===== src/rtl/rand_stall_sink.sv =====
// Val/rdy message sink that checks each message against the expected-data array mem and
// throttles its rdy output with an LFSR so the upstream source sees pseudo-random stalls.
module rand_stall_sink #(
  parameter int unsigned p_width        = 16,
  parameter int unsigned p_nmsgs        = 100,
  parameter logic [15:0] p_seed         = 16'hACE1,
  parameter int unsigned p_stall_thresh = 64
) (
  input  logic               clk,
  input  logic               reset,
  input  logic               val,
  output logic               rdy,
  input  logic [p_width-1:0] msg,
  output logic               done,
  output logic               err,
  output logic [15:0]        err_count,
  output logic [15:0]        first_err_idx
);

  localparam int unsigned IdxW     = (p_nmsgs > 0) ? $clog2(p_nmsgs + 1) : 1;
  localparam int unsigned MemDepth = (p_nmsgs > 0) ? p_nmsgs : 1;
  localparam logic [15:0] SeedEff  = (p_seed == 16'h0000) ? 16'h0001 : p_seed;
  localparam logic [15:0] Taps     = 16'hB400;
  // Nine bits so that a threshold of 256 stalls on every LFSR value.
  localparam logic [8:0]  StallThresh = 9'(p_stall_thresh);
  localparam logic [IdxW-1:0] NumMsgs = IdxW'(p_nmsgs);

  // Expected messages; filled from outside before reset deasserts.
  logic [p_width-1:0] mem [MemDepth];

  logic [IdxW-1:0] idx_q, idx_d;
  logic [15:0]     lfsr_q, lfsr_d;
  logic            err_q, err_d;
  logic [15:0]     err_count_q, err_count_d;
  logic [15:0]     first_err_idx_q, first_err_idx_d;
  logic            stall;
  logic            xfer;
  logic            mismatch;

  always_comb begin
    stall    = ({1'b0, lfsr_q[7:0]} < StallThresh);
    done     = (idx_q == NumMsgs);
    rdy      = !reset && !done && !stall;
    xfer     = val && rdy;
    mismatch = xfer && (msg != mem[idx_q]);
  end

  always_comb begin
    idx_d           = idx_q;
    err_d           = err_q;
    err_count_d     = err_count_q;
    first_err_idx_d = first_err_idx_q;
    lfsr_d          = {1'b0, lfsr_q[15:1]} ^ (lfsr_q[0] ? Taps : 16'h0000);
    if (xfer) begin
      idx_d = idx_q + 1'b1;
    end
    if (mismatch) begin
      err_d = 1'b1;
      if (err_count_q != 16'hFFFF) begin
        err_count_d = err_count_q + 16'd1;
      end
      if (!err_q) begin
        first_err_idx_d = 16'(idx_q);
      end
    end
  end

  always_ff @(posedge clk) begin
    if (reset) begin
      idx_q           <= '0;
      lfsr_q          <= SeedEff;
      err_q           <= 1'b0;
      err_count_q     <= 16'h0000;
      first_err_idx_q <= 16'h0000;
    end else begin
      idx_q           <= idx_d;
      lfsr_q          <= lfsr_d;
      err_q           <= err_d;
      err_count_q     <= err_count_d;
      first_err_idx_q <= first_err_idx_d;
    end
  end

  assign err           = err_q;
  assign err_count     = err_count_q;
  assign first_err_idx = first_err_idx_q;

endmodule


===== config.mk =====
export PLATFORM = sky130hd
export DESIGN_NAME = rand_stall_sink
export DESIGN_NICKNAME = d
export VERILOG_FILES = /design/src/rtl/rand_stall_sink.sv
export SDC_FILE = /design/constraint.sdc
export NUM_CORES = 1
export LEC_CHECK = 0
export ABC_AREA = 1
export CORE_MARGIN = 3
export CORE_UTILIZATION = 44
export CTS_BUF_LIST = sky130_fd_sc_hd__clkbuf_16
export DETAILED_ROUTE_END_ITERATION = 16
export PLACE_DENSITY = 0.82
export SYNTH_ARGS = -nofsm -noshare
export SYNTH_HDL_FRONTEND = slang
export SYNTH_SLANG_ARGS = --single-unit
export TNS_END_PERCENT = 1

===== constraint.sdc =====
create_clock -name clk -period 1.95 [get_ports clk]
set_input_delay 0.39 -clock clk [delete_from_list [all_inputs] [get_ports clk]]
set_output_delay 0.39 -clock clk [all_outputs]
set_load 0.05 [all_outputs]

After elaboration in Yosys (flattened, before gate mapping) --
Index checks and enable logic that the tools add are counted.
Operators by class: reductions and logical operators 9, multiplexer cells 1, bitwise operators 2, add/subtract/negate cells 2, eq/ne operators 3, order comparisons 1
Operators with widths (number):
- $ne A16 B16 Y1 const B | 2
- $add A16 B1 Y16 const B | 1
- $mux W16 | 1
- $xor A15 B16 Y16 | 1
- $lt A8 B7 Y1 const B | 1
- $add A7 B1 Y7 const B | 1
- $eq A7 B7 Y1 const B | 1
- $logic_and A1 B1 Y1 | 4
- $reduce_and A2 Y1 | 2
- $logic_not A1 Y1 | 3
- $not A1 Y1 | 1
Storage, ports and cells: register bits 47, input port bits 19

Logic depth before layout (Yosys ltp) --
depth after elaboration 7, depth in mapped cells 7

Worst setup path after synthesis --
No wires, ideal clock.
path type register to output, start register idx_q[0], end output port rdy, slack 0.414 ns, required time 1.560 ns, path buffers 0, data arrival time 1.146 ns, stages on the path, launching flop included 6, cells stage by stage dfxtp_1 > inv_1 > ha_1 > nand3_2 > nor2_4 > nor2_8
On the way: longest elaborated chain between the ends 4
RTL lines:
- start: declaration | line 31 | logic [IdxW-1:0] idx_q, idx_d;
- start signal: assignment | line 76 | idx_q <= idx_d;
- $eq A7 B7 Y1 | line 42 | done = (idx_q == NumMsgs);
- net done | line 14 | output logic done,
- $logic_not A1 Y1 | line 43 | rdy = !reset && !done && !stall;
- $logic_and A1 B1 Y1 (2 in a row) | line 43
- end: declaration | line 12 | output logic rdy,
The timed path passes the listed nets, and every way through them passes these cells.

Worst setup path after layout --
start register idx_q[0], end output port rdy
On the way: longest elaborated chain between the ends 4
RTL lines (line):
- $eq A7 B7 Y1 | 42
- $logic_not A1 Y1 | 43
- $logic_and A1 B1 Y1 (2 in a row) | 43
Every way passes these cells.

==> flow_summary_export.csv <==
group,metric,value,unit
worst_setup_path,crit_required,1.56,ns
layout,fin_cells,184,
layout,area_growth,3.842,%
floorplan,die_h,58.33,um
drt,wire_per_inst,9.418,um
synthesis,synth_fa_ha_area_share,2.077,%
synthesis,ys_types,21,
cts,ctsRootBufferMaster,"clkbuf_16",
cts,cts_buffers,3,
floorplan,initial_core_util,47.35,%
sta,max_freq,541.9,MHz
worst_setup_path,arrival,1.46,ns
power_and_ir_drop,power_density,918.5,nW/um^2
placed_design,port_buffers,4,
layout,post-route-cell-area,1251,um^2
global_routing,grt-ovfl-total,0,
sta,rsz0062_at_grt,"no",
worst_setup_path,crit_type,"reg -> out",
worst_setup_path,path_delay_family,"simple AND/OR/NAND/NOR gates",
power_and_ir_drop,peakVddDrop,0.0006186,V
global_routing,grt_pass1_vias,695,
layout,diodes,0,
drt,first_pass_iters,4,
synthesis,synth_xor_area_share,2.908,%
synthesis,synth_simple_gate_area_share,21.29,%
cts,cts_buffer_depth,2,
sta,finalHoldViolations,0,
worst_hold_path,worst_hold_path.endpoint,"lfsr_q[8]$_SDFF_PP0_",
cts,cts-hold-fix-buffers,0,
sta,fin_crit,1.845,ns
global_routing,grt_pass1_wl,2822,um
layout,ff_latch_area,460.4,um^2
drt,vias,780,
cts,cts.sink_count,23,
cts,insertion_delay,0.25,ns
sta,setup_tns,0,ns
layout,multi_input_area,526.8,um^2
placed_design,dp.final_hpwl,1205,um
floorplan,coreArea,2545,um^2
worst_setup_path,cp.depth,6,
layout,nNetsFinal,176,
worst_setup_path,r2r_slack,0.64,ns
worst_setup_path,rr_startpoint,"idx_q[0]$_SDFFE_PP0P_",
cts,clkTransAtPathRegs,0.06,ns
outcome,status,"finished, final reports clean",
cts,cts_resized,0,
sta,period_share,94.63,%
drt,dr.first_iter.drc_count,13,
worst_setup_path,path_cells,"inv_1, ha_1, nand3_2, nor2_4, nor2_8, buf_12",
synthesis,ys_ff_latch,23,
placed_design,place_area,1171,um^2
worst_hold_path,hold_class,"reg -> reg",
worst_setup_path,crit_buf_inv,2,
floorplan,io_pins,54,
global_routing,grtUsageTotal,11.27,%
drt,post-route-drc-count,0,
synthesis,syn_inst,149,
layout,most-common-layout-cells,"conb_1, dfxtp_1, inv_1",
synthesis,syn_area,1205,um^2
worst_setup_path,startpoint_type,"flip-flop",
cts,cts_setup_buffers,0,
sta,finalMaxSlewViolations,0,
sta,clock_skew,0.003832,ns
flow_run,cap_viol_max_count,0,
placed_design,placedCellCount,180,
worst_setup_path,r2r_cells,7,
cts,cts_tree,"yes",
cts,htree_levels,1,
worst_setup_path,cp_slowest_stage_delay,0.34,ns
placed_design,gp_congestion,0.8580,
global_routing,antenna_found_initial,0,
worst_setup_path,critPathMaxFanout,8,
synthesis,ys_seq_area_share,38.21,%
synthesis,muxShareOfSynthArea,0,%
synthesis,synth_area_per_cell,8.087,um^2
worst_hold_path,hold_start,"lfsr_q[9]$_SDFF_PP0_",
worst_setup_path,endpoint_kind,"output port",
synthesis,synth_compound_area_share,7.165,%
floorplan,num_rows,18,
layout,layout_commonest_cell,"conb_1",
worst_setup_path,crit_path_top_delay_cell,"dfxtp_1",
floorplan,dieArea,3402,um^2
synthesis,yosysWarningCount,0,
sta,setup_violations,0,
power_and_ir_drop,p_leak,0.5773,nW
global_routing,grt_max_degree,23,
drt,via_per_inst,4.239,
synthesis,synth_top_family_by_area,"buffers and inverters",
worst_setup_path,reg2reg_to,"idx_q[2]$_SDFFE_PP0P_",
worst_hold_path,whs_path_depth,2,
layout,filler_cell_count,231,
floorplan,fp.dieW,58.33,um
layout,drive_above_1_share,14.29,%
layout,fin_util,49.16,%
drt,routed_wl,1733,um
drt,drtAntennaViolNets,0,
## how the worst max path moves through the flow
stage	from	to	slack (ns)
after floorplan	idx_q[0]$_SDFFE_PP0P_	rdy	0.41
after global placement	reset	rdy	0.22
after detailed placement	reset	rdy	0.22
after CTS	idx_q[0]$_SDFFE_PP0P_	rdy	0.10
after global routing	idx_q[0]$_SDFFE_PP0P_	rdy	0.05
final	idx_q[0]$_SDFFE_PP0P_	rdy	0.10
## power breakdown
group | internal (mW) | switching, mW
logic | 0.0315 | 0.177
registers | 0.494 | 0.0116
clock network | 0.275 | 0.159
total | 0.801 | 0.348
## tightest hold or removal path: stages (launching register included)
cell,delay (ns)
dfxtp_1,0.29
inv_1,0.04
nor2_1,0.03
## cells by family (layout without fill, tap and decap cells)
group / count (synthesis) / after routing
buf+inv: 56 / 29
simple gates: 49 / 49
compound gates: 14 / 14
fa+ha+maj: 2 / 2
flops: 23 / 23
other cells: 1 / 33
xor+xnor: 4 / 4
## final cells by class
class	count	area share, %
multi-input cells	102	42.10
clock inverters	1	0.4000
flip-flops and latches	23	36.80
repair buffers	6	6.000
inverters	19	5.700
well taps	30	3.000
clock buffers	3	6.000
## routing by layer
layer  up-vias  global-route usage, %  wire [um]
li1        401                      -          -
met1       348                  12.26        683
met2        25                  18.66        877
met3         6                  4.605        122
met4         0                  5.960         50
met5         -                      0          0
## synthesized netlist by cell type (all sizes together)
master  instances  share of area, %
a21oi           9               3.7
o21ai           3               2.2
ha              2               2.1
xnor2           1              0.73
nand2          15               4.7
xor2            3               2.2
buf            34                21
nand3b          1              0.62
dfxtp          23                38
nor2           14               6.3
conb            1              0.31
clkbuf          3              0.93
nand3          14               7.1
inv            19               5.9
or2             5               2.6
o21bai          2               1.2
## registers in the layout (all words and copies together) (netlist names)
signal  flops
idx_q       7
lfsr_q     16
## per-stage QoR
stage | power [mW] | hold slack, ns | setup slack [ns]
after floorplan | 0.7513 | 0.3883 | 0.4142
after global placement | 0.7212 | 0.3886 | 0.2212
after detailed placement | 0.7234 | 0.3937 | 0.2230
after CTS | 1.162 | 0.4058 | 0.1015
after global routing | 1.194 | 0.4207 | 0.04623
final | 1.149 | 0.4029 | 0.1047
Note: power is estimated with default switching activity, not from simulation.
